`src/rtl/guess_entry_pkg.sv`:
```
// Shared game package for the guess entry, history and scorer blocks.
// Holds the board geometry, the default game parameters, the colour/turn/cursor
// types and the entry FSM state encoding.
package guess_entry_pkg;

  localparam int COLOR_W    = 3;
  localparam int SLOTS      = 4;
  localparam int NUM_COLORS = 6;
  localparam int MAX_TURNS  = 8;
  localparam int TURN_W     = 3;
  localparam int CURSOR_W   = 2;

  typedef logic [COLOR_W-1:0]  colour_t;
  typedef logic [TURN_W-1:0]   turn_t;
  typedef logic [CURSOR_W-1:0] cursor_t;

  typedef enum logic [1:0] {
    EDIT   = 2'd0,
    COMMIT = 2'd1,
    LOCKED = 2'd2
  } entry_state_t;

endpackage

```
`src/rtl/guess_entry_if.sv`:
```
// Player-entry bus between the button/scorer side and the guess entry block.
//   master : the entry block (takes buttons, mode, solved; drives guess/cursor/commit/turn/locked)
//   slave  : the consumer side (history block, button front end, scorer)
// Buttons are one-cycle pulses, mode/solved are levels, guess0..3 are colour codes.
interface guess_entry_if;
  import guess_entry_pkg::*;

  logic    mode;
  logic    btn_up;
  logic    btn_down;
  logic    btn_left;
  logic    btn_right;
  logic    btn_select;
  logic    solved;
  colour_t guess0;
  colour_t guess1;
  colour_t guess2;
  colour_t guess3;
  cursor_t cursor;
  logic    commit;
  turn_t   turn;
  logic    locked;

  modport master (
    input  mode, btn_up, btn_down, btn_left, btn_right, btn_select, solved,
    output guess0, guess1, guess2, guess3, cursor, commit, turn, locked
  );

  modport slave (
    output mode, btn_up, btn_down, btn_left, btn_right, btn_select, solved,
    input  guess0, guess1, guess2, guess3, cursor, commit, turn, locked
  );

endinterface

```
`src/rtl/guess_entry_slot_counter.sv`:
```
// One guess slot: up/down modulo-NUM_COLORS colour counter with enable.
// Ports:
//   clk, reset : clock, asynchronous active-high reset (value -> 0)
//   en         : slot is selected and the entry block allows editing this cycle
//   up, down   : step request; both high together means no change
//   value      : current colour code
module guess_entry_slot_counter
  import guess_entry_pkg::*;
#(
  parameter int NUM_COLORS = guess_entry_pkg::NUM_COLORS
) (
  input  logic    clk,
  input  logic    reset,
  input  logic    en,
  input  logic    up,
  input  logic    down,
  output colour_t value
);

  localparam colour_t TOP_CODE = colour_t'(NUM_COLORS - 1);

  function automatic colour_t wrap_inc(input colour_t v);
    return (v == TOP_CODE) ? '0 : v + colour_t'(1);
  endfunction

  function automatic colour_t wrap_dec(input colour_t v);
    return (v == '0) ? TOP_CODE : v - colour_t'(1);
  endfunction

  always_ff @(posedge clk or posedge reset) begin
    if (reset) begin
      value <= '0;
    end else if (en && (up ^ down)) begin
      value <= up ? wrap_inc(value) : wrap_dec(value);
    end
  end

endmodule

```
`src/rtl/guess_entry.sv`:
```
// Player-side guess writer feeding the history block.
// Edits a 4-slot colour guess with the buttons and commits it as a one-cycle
// pulse (history.btn_select). Owns cursor, colour values, turn count and the
// end-of-game lockout.
// Ports:
//   clk   : system clock
//   reset : asynchronous active-high reset
//   bus   : guess_entry_if.master -- mode, btn_up/down/left/right/select, solved in;
//           guess0..3, cursor, commit, turn, locked out (all registered)
module guess_entry
  import guess_entry_pkg::*;
#(
  parameter int NUM_COLORS = guess_entry_pkg::NUM_COLORS,
  parameter int MAX_TURNS  = guess_entry_pkg::MAX_TURNS
) (
  input  logic          clk,
  input  logic          reset,
  guess_entry_if.master bus
);

  localparam turn_t LAST_TURN = turn_t'(MAX_TURNS - 1);

  entry_state_t state;
  cursor_t      cursor_q;
  turn_t        turn_q;
  logic         commit_q;
  logic         locked_q;
  colour_t      slot_val [SLOTS];
  logic         edit_step;

  // Colour edits only happen in EDIT when no higher-priority event (solved,
  // select) claims the cycle and the player is not viewing history.
  assign edit_step = (state == EDIT) && !bus.mode && !bus.solved && !bus.btn_select;

  for (genvar i = 0; i < SLOTS; i++) begin : g_slot
    guess_entry_slot_counter #(
      .NUM_COLORS(NUM_COLORS)
    ) u_slot (
      .clk   (clk),
      .reset (reset),
      .en    (edit_step && (cursor_q == cursor_t'(i))),
      .up    (bus.btn_up),
      .down  (bus.btn_down),
      .value (slot_val[i])
    );
  end

  always_ff @(posedge clk or posedge reset) begin
    if (reset) begin
      state    <= EDIT;
      cursor_q <= '0;
      turn_q   <= '0;
      commit_q <= 1'b0;
      locked_q <= 1'b0;
    end else begin
      case (state)
        EDIT: begin
          if (bus.solved) begin
            state    <= LOCKED;
            locked_q <= 1'b1;
          end else if (!bus.mode) begin
            if (bus.btn_select) begin
              state    <= COMMIT;
              commit_q <= 1'b1;
            end else if (!bus.btn_up && !bus.btn_down) begin
              // Any up/down activity (even the cancelling up+down pair) owns
              // the cycle, so cursor moves only on a cycle with no colour buttons.
              if (bus.btn_right && !bus.btn_left) begin
                cursor_q <= cursor_q + cursor_t'(1);
              end else if (bus.btn_left && !bus.btn_right) begin
                cursor_q <= cursor_q - cursor_t'(1);
              end
            end
          end
        end
        COMMIT: begin
          commit_q <= 1'b0;
          if (turn_q == LAST_TURN) begin
            state    <= LOCKED;
            locked_q <= 1'b1;
          end else begin
            state    <= EDIT;
            turn_q   <= turn_q + turn_t'(1);
            cursor_q <= '0;
          end
        end
        LOCKED: begin
          state <= LOCKED;
        end
        default: begin
          state <= EDIT;
        end
      endcase
    end
  end

  assign bus.guess0 = slot_val[0];
  assign bus.guess1 = slot_val[1];
  assign bus.guess2 = slot_val[2];
  assign bus.guess3 = slot_val[3];
  assign bus.cursor = cursor_q;
  assign bus.turn   = turn_q;
  assign bus.commit = commit_q;
  assign bus.locked = locked_q;

endmodule

```
`src/flat_wrapper.sv`:
```
// flat-port wrapper written by rule: the top's interface ports become plain ports
module guess_entry_flat import guess_entry_pkg::*;
#(
  parameter int NUM_COLORS = guess_entry_pkg::NUM_COLORS,
  parameter int MAX_TURNS  = guess_entry_pkg::MAX_TURNS
)
  (clk, reset, bus_mode, bus_btn_up, bus_btn_down, bus_btn_left, bus_btn_right, bus_btn_select, bus_solved, bus_guess0, bus_guess1, bus_guess2, bus_guess3, bus_cursor, bus_commit, bus_turn, bus_locked);
  guess_entry_if bus_i ();
  input  logic clk;
  input  logic reset;
  input wire logic [$bits(bus_i.mode)-1:0] bus_mode;
  input wire logic [$bits(bus_i.btn_up)-1:0] bus_btn_up;
  input wire logic [$bits(bus_i.btn_down)-1:0] bus_btn_down;
  input wire logic [$bits(bus_i.btn_left)-1:0] bus_btn_left;
  input wire logic [$bits(bus_i.btn_right)-1:0] bus_btn_right;
  input wire logic [$bits(bus_i.btn_select)-1:0] bus_btn_select;
  input wire logic [$bits(bus_i.solved)-1:0] bus_solved;
  output wire logic [$bits(bus_i.guess0)-1:0] bus_guess0;
  output wire logic [$bits(bus_i.guess1)-1:0] bus_guess1;
  output wire logic [$bits(bus_i.guess2)-1:0] bus_guess2;
  output wire logic [$bits(bus_i.guess3)-1:0] bus_guess3;
  output wire logic [$bits(bus_i.cursor)-1:0] bus_cursor;
  output wire logic [$bits(bus_i.commit)-1:0] bus_commit;
  output wire logic [$bits(bus_i.turn)-1:0] bus_turn;
  output wire logic [$bits(bus_i.locked)-1:0] bus_locked;
  assign bus_i.mode = bus_mode;
  assign bus_i.btn_up = bus_btn_up;
  assign bus_i.btn_down = bus_btn_down;
  assign bus_i.btn_left = bus_btn_left;
  assign bus_i.btn_right = bus_btn_right;
  assign bus_i.btn_select = bus_btn_select;
  assign bus_i.solved = bus_solved;
  assign bus_guess0 = bus_i.guess0;
  assign bus_guess1 = bus_i.guess1;
  assign bus_guess2 = bus_i.guess2;
  assign bus_guess3 = bus_i.guess3;
  assign bus_cursor = bus_i.cursor;
  assign bus_commit = bus_i.commit;
  assign bus_turn = bus_i.turn;
  assign bus_locked = bus_i.locked;
  guess_entry #(.NUM_COLORS(NUM_COLORS), .MAX_TURNS(MAX_TURNS)) u_core (.clk(clk), .reset(reset), .bus(bus_i));
endmodule
```
`config.mk`:
```
export PLATFORM = sky130hd
export DESIGN_NAME = guess_entry_flat
export DESIGN_NICKNAME = d
export VERILOG_FILES = /design/src/rtl/guess_entry_pkg.sv /design/src/rtl/guess_entry_if.sv /design/src/rtl/guess_entry_slot_counter.sv /design/src/rtl/guess_entry.sv /design/src/flat_wrapper.sv
export SDC_FILE = /design/constraint.sdc
export NUM_CORES = 1
export LEC_CHECK = 0
export BUFFER_PORTS_ARGS = -buffer_cell sky130_fd_sc_hd__clkbuf_2
export CAP_MARGIN = 20
export CELL_PAD_IN_SITES_DETAIL_PLACEMENT = 1
export CELL_PAD_IN_SITES_GLOBAL_PLACEMENT = 1
export CORE_ASPECT_RATIO = 1.5
export CORE_MARGIN = 2
export CORE_UTILIZATION = 35
export DETAILED_ROUTE_END_ITERATION = 16
export GPL_ROUTABILITY_DRIVEN = 0
export PLACE_DENSITY_LB_ADDON = 0.2
export REMOVE_ABC_BUFFERS = 1
export SYNTH_ARGS = -nofsm -noshare
export SYNTH_HDL_FRONTEND = slang
export SYNTH_SLANG_ARGS = --single-unit
```
`constraint.sdc`:
```
create_clock -name clk -period 3 [get_ports clk]
set_input_delay 0.15 -clock clk [delete_from_list [all_inputs] [get_ports clk]]
set_output_delay 0.15 -clock clk [all_outputs]
set_load 0.02 [all_outputs]
```
## After elaboration in Yosys (flattened, before gate mapping)

Cells that the tools add are included.

| operators by class | value |
|---|---|
| div/mod/pow operators | 0 |
| bitwise logic cells | 2 |
| equal/unequal tests | 21 |
| multipliers | 0 |
| shift operators | 0 |
| add/sub/neg operators | 11 |
| muxes and demuxes | 32 |
| reductions and logical operators | 33 |
| $lt $le $gt $ge | 0 |

Operators by type and width:

| kind | number |
|---|---|
| 2-to-1 mux 3 bit | 12 |
| 2-to-1 mux 2 bit | 11 |
| adder 3 x 1 -> 3 bit (second input constant) | 5 |
| equality test 3 bit (second input constant) | 5 |
| logical AND 1 bit | 14 |
| inequality test 2 bit (second input constant) | 7 |
| logical NOT 3 bit | 4 |
| subtractor 3 x 1 -> 3 bit (second input constant) | 4 |
| inequality test 3 bit (second input constant) | 3 |
| logical NOT 1 bit | 7 |
| AND reduction 7 bit | 1 |
| equality test 2 bit (second input constant) | 3 |
| case mux 2 bit (3 select lines) | 1 |
| 2-to-1 mux 1 bit | 5 |
| equality test 2 x 1 -> 1 bit (second input constant) | 2 |
| logical NOT 2 bit | 2 |
| case mux 1 bit (2 select lines) | 2 |
| case mux 2 bit (2 select lines) | 1 |
| AND reduction 2 bit | 2 |
| AND reduction 4 bit | 1 |
| AND reduction 3 bit | 1 |
| adder 2 x 1 -> 2 bit (second input constant) | 1 |
| inequality test 2 x 1 -> 1 bit (second input constant) | 1 |
| nonzero test 2 bit | 1 |
| 3 further kinds | 3 |

| word-level totals | value |
|---|---|
| RAM bits | 0 |
| output and inout bits | 19 |
| input port bits | 9 |
| word-level logic and storage cells | 108 |
| bits in registers | 21 |
| memories kept | 0 |
| bits in latches | 0 |
| memory bits (read-only) | 0 |

## Longest topological paths before layout

Gate-level depths: netlist (run 1).

| depth | value |
|---|---|
| depth in word-level cells | 9 |
| gate-level depth with buffers | 9 |

## Modules after synthesis

From an unflattened synthesis (run 1), not the netlist that was laid out.

| unflattened totals | value |
|---|---|
| cell total of the unflattened synthesis | 149 |
| area, all modules | 1,517.7 µm² |

Modules (own cells, without submodules):

| module | cells each | area an instance (µm²) | seq. area each (µm²) | times used |
|---|---|---|---|---|
| guess_entry_slot_counter | 25 | 241.5 | 75.1 | 4 |
| guess_entry | 49 | 551.8 | 225.2 | 1 |

## Worst setup path after synthesis (run 1)

Ideal clock, no wire load.

| path | value |
|---|---|
| path kind | input to register |
| from | input port bus_btn_up |
| to | register u_core.cursor_q[1] (netlist: u_core.bus.cursor[1]) |
| cell stages on the path | 8 |
| arrival time | 1.640 ns |
| slack | 1.284 ns |
| required time | 2.923 ns |
| cell sequence | buf_2 > inv_1 > clkbuf_1 > ha_1 > or4b_4 > nor3b_2 > a22oi_1 > o21ai_1 |

| on the way | value |
|---|---|
| word-level cells in the longest chain between the ends | 4 |

RTL lines:

| what | line | RTL |
|---|---|---|
| start, declared | flat_wrapper.sv:12 | `input wire logic [$bits(bus_i.btn_up)-1:0] bus_btn_up;` |
| logical NOT 1 bit | guess_entry.sv:65 | `end else if (!bus.btn_up && !bus.btn_down) begin` |
| logical AND 1 bit | guess_entry.sv:65 |  |
| inequality test 2 bit (no source line) | n/a |  |
| AND reduction 7 bit (no source line) | n/a |  |
| end signal, assigned | guess_entry.sv:69 | `cursor_q <= cursor_q + cursor_t'(1);` |
| end signal, assigned | guess_entry.sv:71 | `cursor_q <= cursor_q - cursor_t'(1);` |
| end, declared | guess_entry.sv:24 | `cursor_t cursor_q;` |

No other way between the ends.
A chain may end at the register's enable or synchronous reset.

## Final worst setup path (run 1)

| path | value |
|---|---|
| from | input port bus_btn_up |
| to | register u_core.g_slot[0].u_slot.value[0] |

| on the way | value |
|---|---|
| word-level cells in the longest chain between the ends | 2 |

RTL lines:

| what | line | RTL |
|---|---|---|
| bitwise XOR 1 bit | guess_entry_slot_counter.sv:33 | `end else if (en && (up ^ down)) begin` |
| logical AND 1 bit | guess_entry_slot_counter.sv:33 |  |
| end signal, assigned | guess_entry_slot_counter.sv:34 | `value <= up ? wrap_inc(value) : wrap_dec(value);` |
| end, declared | guess_entry_slot_counter.sv:17 | `output colour_t value` |

Several ways; a longest one is shown, not always the timed one.

==> results of run 1 <==
[stage by stage]
stage                     instance area (um^2)  setup WS [ns]  std cells
after detailed placement                  1460          0.886        203
after floorplan                           1270           1.43        133
final                                     1510           1.17        207
after global routing                      1510          0.923        207
after CTS                                 1510           1.17        207
after global placement                    1460           1.04        203
[layer usage]
metal,vias up,GRT usage (%)
met3,5,2.28
met4,0,6.92
met2,23,28.0
li1,530,-
met1,548,20.2
met5,-,0
[synthesized netlist by cell type (all sizes together), types with 3 or more instances]
master / n / area (um^2)
mux2i: 3 / 30.0
buf: 3 / 16.3
nor2b: 3 / 18.8
nor2: 12 / 45.0
dfrtp: 21 / 526
nand3: 4 / 20.0
o21ai: 9 / 45.0
xnor2: 3 / 26.3
a21oi: 10 / 50.1
inv: 12 / 45.0
ha: 12 / 150
and3: 3 / 18.8
o22ai: 5 / 31.3
nand2: 10 / 37.5
[registers in the layout (all words and copies together) (netlist names)]
register                    count
u_core.bus.turn                 3
u_core.bus.commit               1
u_core.bus.cursor               2
u_core.g_slot.u_slot.value     12
u_core.bus.locked               1
u_core.state                    2
[critical path: cells and delay by family]
family / cells / cell delay, ns
AOI/OAI and AO/OA: 2 / 0.31
adders and majority gates: 1 / 0.34
buffers and inverters: 2 / 0.58
and+or+nand+nor: 2 / 0.59
[cell usage in the layout, fill, tap and decap left out, types with 4 or more instances in the layout]
cell	Yosys	routed
o21ai_0	7	7
o22ai_1	5	5
dfrtp_1	21	21
inv_1	12	12
nand2_1	10	10
a21oi_1	10	10
nand3_1	4	4
clkbuf_2	0	27
nor2_1	12	12
ha_1	12	12
[cell families after synthesis]
logic type / synth area share [%]
compound gates: 16.4
xor+xnor: 3.38
fa+ha+maj: 11.6
buf+inv: 5.31
flops: 40.6
mux: 4.06
simple gates: 18.6
[cell type report]
class | count | area (um^2)
Fill cell | 429 | 2110
Multi-Input combinational cell | 100 | 701
Sequential cell | 21 | 526
Timing Repair Buffer | 27 | 135
Tap cell | 43 | 53.8
Clock buffer | 4 | 45.0
Inverter | 12 | 45.0
[power by group]
| group | leakage, nW | internal [mW] | switching [mW] | total, mW |
|---|---|---|---|---|
| registers | 0.253 | 0.285 | 0.00186 | 0.287 |
| clock network | 0.0228 | 0.0948 | 0.0957 | 0.190 |
| logic | 0.470 | 0.0140 | 0.0269 | 0.0408 |
| total | 0.747 | 0.394 | 0.124 | 0.518 |
[worst max-delay path by stage]
stage,from,endpoint,depth (start not counted)
after floorplan,u_core.bus.turn[0],u_core.bus.turn[1],4
after global placement,bus_btn_up,u_core.g_slot[2].u_slot.value[1],6
after detailed placement,bus_btn_up,u_core.g_slot[0].u_slot.value[0],7
after CTS,bus_btn_up,u_core.g_slot[0].u_slot.value[0],7
after global routing,bus_btn_up,u_core.g_slot[0].u_slot.value[0],7
final,bus_btn_up,u_core.g_slot[0].u_slot.value[0],7
==> run_results.csv, run 1 <==
group,metric,value,unit
outcome,status,"completed",
sta,hold_ws,0.0252,ns
global_route,grt_pass1_vias,1119,
sta,rsz0062_at_grt,"false",
setup_path,worst_setup_path_end_kind,"flip-flop",
synth,yosys_register_bits,21,
sta,period_share,60.9,%
die,die_area,4210,um^2
sta,slew_headroom,44.5,%
flow_run,maxCapViolCount,0,
setup_path,cp_slowest_cell,"ha_1",
sta,post-route-min-period,1.83,ns
global_route,antenna_found_initial,0,
power,vdd_drop_max,0.234,mV
setup_path,critical_path_class,"in2reg",
sta,hold_viol,0,
routing,drt-pass1-iter-count,4,
sta,fin_setup_tns,0,ns
placed_design,dp_hpwl,2350,um
synth,synth-async-reset-ratio,100,%
clocking,cts_root_buf,"clkbuf_8",
clocking,cts-hold-fix-buffers,0,
sta,fmax,548,MHz
global_route,grt.overflow.total,0,
synth,yosysWarnings,0,
routing,routed_via_density,5.34,
sta,slew_violations,0,
setup_path,arrival,1.97,ns
clocking,htree_levels,1,
layout,post-route-util,41.6,%
sta,finClkSkew,0.00189,ns
global_route,grt_usage,16.6,%
setup_path,reg2reg_from,"u_core.state[0]",
layout,areaGrowthSynthToFinish,16.2,%
synth,netlist-cell-type-count,39,
setup_path,worstPathRequired,3.14,ns
placed_design,portBuffers,27,
synth,yosysSeqAreaShare,40.6,%
power,power,0.518,mW
setup_path,r2r_slack,1.33,ns
routing,ant_nets,0,
routing,wl_met2,1580,um
routing,routedWlPerCell,14.6,um
synth,syn_avg_cell_area,9.38,um^2
clocking,cts.sinks,21,
routing,drc,0,
synth,synth_flop_cell,"dfrtp_1",
synth,syn_inst,138,
setup_path,path_max_fanout,18,
hold_path,hp-class,"in2async",
clocking,cts_tree,"done",
global_route,grt_max_degree,22,
die,io_pins,28,
synth,synth_edf_count,0,
routing,route.met3.wl,97,um
clocking,postCtsSetupRepairBufs,0,
sta,tightest_slew,0.832,ns
setup_path,ff2ff_path_depth,4,
setup_path,cp-start-kind,"input port",
layout,nets,186,
clocking,cts_resized,0,
synth,netlist_area,1290,um^2
die,row_count,27,
die,core,3610,um^2
die,die-height,78.5,um
setup_path,path_cells,"clkbuf_2, inv_1, ha_1, nor2b_1, and3_1, a21boi_0, a21oi_1",
routing,drtIter0Drc,12,
layout,antennaDiodeCount,0,
power,powerDensity,344,nW/um^2
power,power_leakage,0.747,nW
clocking,clk_pin_slew,0.08,ns
routing,routed.top_layer,"met4",
routing,drt-total-wl,3010,um
die,initial_core_util,35.8,%
sta,setup_viol,0,
clocking,cts_buffers,3,
routing,vias,1106,
setup_path,r2r-end,"u_core.g_slot[0].u_slot.value[0]",
clocking,clock_latency,0.26,ns
layout,drive_gt1_share,21.3,%
routing,drt-met1-wl,1280,um
clocking,clock_path_buffers,2,
die,die_x,53.7,um
setup_path,slowest_delay,0.34,ns
global_route,grt_first_pass_wirelength,5180,um
(Power assumes the default switching activity.)
==> run 2, diff against run 1 <==
Clock period 3 ns to 1.65 ns, I/O delays scaled along.
==> run_results.csv, run 2 (synthesized netlist as in run 1, its figures left out) <==
group,metric,value,unit
clocking,cts_tree,"done",
setup_path,path_max_fanout,3,
sta,setup_slack,0.0525,ns
clocking,clock_path_buffers,2,
routing,vias,1118,
routing,routedWlPerCell,14.3,um
layout,antennaDiodeCount,0,
sta,post-route-min-period,1.60,ns
placed_design,dp_slack,0.0709,ns
setup_path,worstPathRequired,1.83,ns
setup_path,critPathTopFamily,"adder cells",
die,die_area,4210,um^2
global_route,antenna_found_initial,0,
layout,nets,195,
clocking,clock_latency,0.26,ns
sta,hold_ws,0.125,ns
setup_path,arrival,1.78,ns
layout,final_cell_mix,"clkbuf_2 (27), dfrtp_1 (21), inv_1 (12), nor2_1 (12), ha_1 (12)",
layout,fillers,442,
power,power_frac_comb,9.0,%
setup_path,worst_setup_path_end_kind,"flip-flop",
setup_path,cp_slowest_cell,"dfrtp_1",
routing,drtIter0Drc,13,
setup_path,cp-start-kind,"flip-flop",
routing,drt-pass1-iter-count,4,
die,die_x,53.7,um
setup_path,r2r_slack,0.05,ns
sta,period_share,96.8,%
layout,top_register,"u_core.g_slot.u_slot.value",
global_route,grt_first_pass_wirelength,5130,um
power,powerDensity,601,nW/um^2
hold_path,hp-class,"in2reg",
sta,fmax,626,MHz
layout,final_area,1580,um^2
sta,rsz0062_at_grt,"true",
setup_path,slowest_delay,0.41,ns
global_route,grt_max_degree,22,
setup_path,reg2reg_from,"u_core.bus.turn[0]",
layout,areaGrowthSynthToFinish,21.9,%
hold_path,hold_start,"bus_btn_select",
layout,multi_input_area,704,um^2
die,row_count,27,
hold_path,whs_endpoint,"u_core.state[0]",
global_route,grt.overflow.total,0,
layout,layout_commonest_cell,"clkbuf_2",
power,power_leakage,0.794,nW
flow_run,maxCapViolCount,0,
layout,post-route-util,43.7,%
layout,seqCellArea,526,um^2
routing,ant_nets,0,
power,clkPwrFrac,36.0,%
routing,routed_via_density,5.18,
sta,hold_viol,0,
die,initial_core_util,35.8,%
die,io_pins,28,
routing,drc,0,
layout,largest_reg_flops,12,
setup_path,critical_path_class,"reg2reg",
power,switching_power,0.224,mW
setup_path,path_cells,"ha_1, ha_1, mux2i_2, nor3b_2, mux2i_1, o21ai_1",
sta,setup_viol,0,
global_route,grt_pass1_vias,1154,
clocking,cts_buffers,3,
placed_design,dp_hpwl,2400,um
setup_path,r2r-end,"u_core.bus.cursor[0]",
clocking,cts_root_buf,"clkbuf_8",
power,p_int,0.725,mW
placed_design,portBuffers,27,
setup_path,cp_num_buf_inv,0,
setup_path,cp_common_cell,"ha_1",
outcome,status,"completed",
sta,fin_setup_tns,0,ns
power,vdd_drop_max,0.425,mV
setup_path,startpoint,"u_core.bus.turn[0]",
sta,tightest_slew,0.325,ns
hold_path,hold_depth,2,
sta,finClkSkew,0.00465,ns
layout,drive_gt1_share,25.4,%
power,swShare,23.6,%
clocking,cts.sinks,21,
routing,drt-total-wl,3090,um
sta,slew_violations,0,
global_route,grt_usage,16.2,%
sta,slew_headroom,78.2,%
clocking,clk_pin_slew,0.08,ns
setup_path,ff2ff_path_depth,6,
die,core,3610,um^2
clocking,htree_levels,1,
power,power.sequential.fraction,55.0,%
die,die-height,78.5,um
placed_design,dpl-instance-area,1510,um^2
-- run 2: worst max path at each step --
| stage | end | depth (start not counted) | slack (ns) |
|---|---|---|---|
| global placement | u_core.bus.turn[1] | 4 | 0.13 |
| CTS | u_core.bus.cursor[1] | 6 | 0.03 |
| detailed placement | u_core.bus.cursor[1] | 6 | 0.07 |
| finish | u_core.bus.cursor[0] | 6 | 0.05 |
| floorplan | u_core.bus.turn[1] | 4 | 0.08 |
| global route | u_core.bus.cursor[0] | 6 | -0.06 |
-- run 2: repair_timing --
action                                 in CTS  in global routing
resized for setup                           0                  1
setup buffers                               0                  1
hold buffers                                1                  0
endpoints found under the hold margin      21                  0
setup endpoints to repair                   0                  3
-- run 2: power by group through the flow --
| stage | registers, mW | logic (mW) | clock network [mW] |
|---|---|---|---|
| 2_1_floorplan | 0.538 | 0.0356 | 0 |
| 3_3_place_gp | 0.532 | 0.0809 | 0 |
| 3_5_place_dp | 0.532 | 0.0825 | 0 |
| 4_1_cts | 0.522 | 0.0848 | 0.361 |
| 5_1_grt | 0.523 | 0.0965 | 0.379 |
| 6_report | 0.522 | 0.0857 | 0.341 |
-- run 2: cell type report --
cell class              count  area share (%)
clock buffers               4            2.85
well taps                  43            3.41
multi-input cells         100            44.6
inverters                  12            2.85
repair buffers             36            13.0
flip-flops and latches     21            33.3
-- run 2: metal layers --
metal	vias up	global-route usage [%]	routed length (um)
met2	22	28.0	1660
met5	-	0	0
met1	543	19.8	1300
li1	551	-	-
met4	0	4.62	17
met3	2	2.66	112
-- run 2: stage by stage --
stage                     power (mW)  instances
after floorplan                0.573        133
after global placement         0.613        210
after detailed placement       0.615        210
after CTS                      0.967        215
after global routing           0.998        216
final                          0.949        216
==> run 3, diff against run 2 <==
Settings changed: ABC_AREA set to 1.
==> run_results.csv, run 3 <==
group,metric,value,unit
placed_design,dp_hpwl,2740,um
sta,rsz0062_at_grt,"false",
synth,yosysSeqAreaShare,37.1,%
synth,synth-xor-area-share,0.619,%
setup_path,path_max_fanout,4,
hold_path,hp-class,"in2reg",
setup_path,worst_setup_path_end_kind,"flip-flop",
power,powerDensity,553,nW/um^2
setup_path,r2r_slack,0.28,ns
setup_path,cp_slowest_cell,"dfrtp_1",
layout,top_register,"u_core.g_slot.u_slot.value",
die,die_area,4580,um^2
power,p_int,0.705,mW
sta,period_share,82.9,%
power,vdd_drop_max,0.431,mV
power,switching_power,0.219,mW
flow_run,maxCapViolCount,0,
clocking,clk_pin_slew,0.08,ns
outcome,status,"completed",
routing,vias,1338,
setup_path,worstPathRequired,1.81,ns
setup_path,cp_num_buf_inv,1,
power,power.sequential.fraction,55.6,%
clocking,clock_latency,0.27,ns
sta,hold_viol,0,
die,die-height,81.9,um
layout,fillers,547,
synth,syn_avg_cell_area,7.01,um^2
routing,drc,0,
synth,synth_area_leaders,"dfrtp_1 (37%), nand2_1 (21%), ha_1 (11%)",
power,clkPwrFrac,37.6,%
clocking,clock_path_buffers,2,
global_route,grt_max_degree,22,
clocking,htree_levels,1,
clocking,cts_tree,"done",
synth,synth-simple-area-share,36.3,%
synth,yosys_register_bits,21,
layout,seqCellArea,526,um^2
power,power_leakage,0.966,nW
layout,antennaDiodeCount,0,
die,io_pins,28,
setup_path,cp_common_cell,"nand2_1",
synth,synth_edf_count,0,
routing,drt-pass1-iter-count,2,
layout,drive_gt1_share,18.7,%
layout,areaGrowthSynthToFinish,18.2,%
sta,setup_viol,0,
die,row_count,28,
power,swShare,23.7,%
global_route,grt_first_pass_wirelength,5750,um
power,power,0.925,mW
synth,synth-async-reset-ratio,100,%
global_route,antenna_found_initial,0,
routing,routed_via_density,4.78,
die,initial_core_util,36.1,%
layout,layout_commonest_cell,"nand2_1",
routing,drtIter0Drc,26,
sta,tightest_slew,0.285,ns
global_route,grt_usage,16.1,%
power,power_frac_comb,6.8,%
synth,syn_inst,202,
synth,netlist_area,1420,um^2
setup_path,arrival,1.53,ns
synth,synth_fa_ha_area_share,10.6,%
sta,slew_headroom,81.0,%
routing,drt-total-wl,3300,um
global_route,grt_pass1_vias,1328,
synth,synth_top_area_cell,"dfrtp_1",
sta,finClkSkew,0.00533,ns
layout,nets,257,
setup_path,critical_path_class,"reg2reg",
synth,synth_flop_cell,"dfrtp_1",
clocking,cts_buffers,3,
sta,fmax,731,MHz
synth,synthMuxAreaShare,0,%
synth,netlist-cell-type-count,17,
sta,fin_setup_tns,0,ns
layout,final_cell_mix,"nand2_1 (81), inv_1 (33), clkbuf_2 (27), dfrtp_1 (21), nand3_1 (18)",
synth,synth-compound-area-share,5.66,%
clocking,cts_root_buf,"clkbuf_8",
synth,yosysWarnings,0,
synth,synth.top_cell.area_share,37.1,%
die,core,3920,um^2
clocking,cts.sinks,21,
layout,multi_input_area,753,um^2
synth,synth_top_family_by_area,"simple AND/OR/NAND/NOR gates",
layout,largest_reg_flops,12,
global_route,grt.overflow.total,0,
sta,slew_violations,0,
synth,synth_commonest_cells,"nand2_1 (81), inv_1 (33), dfrtp_1 (21)",
setup_path,slowest_delay,0.41,ns
setup_path,cp-start-kind,"flip-flop",
routing,routedWlPerCell,11.8,um
placed_design,portBuffers,27,
sta,post-route-min-period,1.37,ns
die,die_x,55.9,um
routing,ant_nets,0,
synth,synth.most_common_cell,"nand2_1",
setup_path,path_cells,"ha_1, ha_1, inv_1, nand2_4, nand2_2, nand2_1, nand2_1, nand2_1",
setup_path,critPathTopFamily,"flip-flops",
run 3: changes by cell type after synthesis, moves of 3 or more:
cell	previous run	this run
nor2b_1	3	0
o21bai_1	1	4
o22ai_1	5	0
mux2i_1	3	0
and3_1	3	0
nand2_1	10	81
inv_1	12	33
nand3_1	4	18
a21oi_1	10	5
nor2_2	0	4
run 3: cells by family after synthesis:
kind of cell / count (synthesis)
AOI/OAI and AO/OA: 14
xor gates and xnor gates: 1
adders and majority gates: 12
buffers and inverters: 36
DFF: 21
and+or+nand+nor: 118
run 3: final timing paths:
path | start | endpoint | cells past startpoint
max in group asynchronous | reset | u_core.g_slot[3].u_slot.value[0] | 4
min | bus_solved | u_core.bus.locked | 3
max reg2reg | u_core.bus.turn[0] | u_core.bus.cursor[0] | 8
max | u_core.bus.turn[0] | u_core.bus.cursor[0] | 8
min in group asynchronous | reset | u_core.bus.turn[2] | 4
min reg2reg | u_core.bus.locked | u_core.bus.locked | 2
run 3: timing repair:
item,4_1_cts,5_1_grt
hold endpoints to repair,21,0
resized for setup,0,0
setup buffers,0,0
hold buffers,1,0
run 3: through the flow:
| step | utilization (%) | setup slack, ns | cells | hold WS, ns | instance area, um^2 |
|---|---|---|---|---|---|
| after floorplan | - | 0.267 | 201 | 0.0590 | 1410 |
| after global placement | 41.2 | 0.319 | 275 | 0.122 | 1620 |
| after detailed placement | 41.2 | 0.283 | 275 | 0.123 | 1620 |
| after CTS | 42.6 | 0.269 | 280 | 0.0518 | 1670 |
| after global routing | 42.6 | 0.129 | 280 | 0.0727 | 1670 |
| final | 42.6 | 0.282 | 280 | 0.0581 | 1670 |
run 3: layout make-up:
| cell class | instances | share of cell area [%] |
|---|---|---|
| Inverter | 35 | 7.85 |
| Tap cell | 45 | 3.37 |
| Clock buffer | 3 | 2.47 |
| Clock inverter | 1 | 0.299 |
| Sequential cell | 21 | 31.4 |
| Multi-Input combinational cell | 145 | 45.0 |
| Timing Repair Buffer | 30 | 9.57 |
run 3: power by group through the flow:
stage / sequential (mW) / clock, mW / combinational, mW
2_1_floorplan: 0.524 / 0 / 0.0337
3_3_place_gp: 0.524 / 0 / 0.0628
3_5_place_dp: 0.524 / 0 / 0.0643
4_1_cts: 0.514 / 0.367 / 0.0663
5_1_grt: 0.514 / 0.384 / 0.0744
6_report: 0.514 / 0.348 / 0.0632
run 3: metal layers:
layer	global-route usage, %	part of all wire [%]
met5	0	0
met4	8.81	2.7
met3	1.42	2.7
met2	31.3	55
met1	17.1	40
run 3: tightest hold or removal path, stage by stage:
cell and delay (ns):
clkbuf_2 0.10, a21oi_1 0.06, nand2_1 0.05
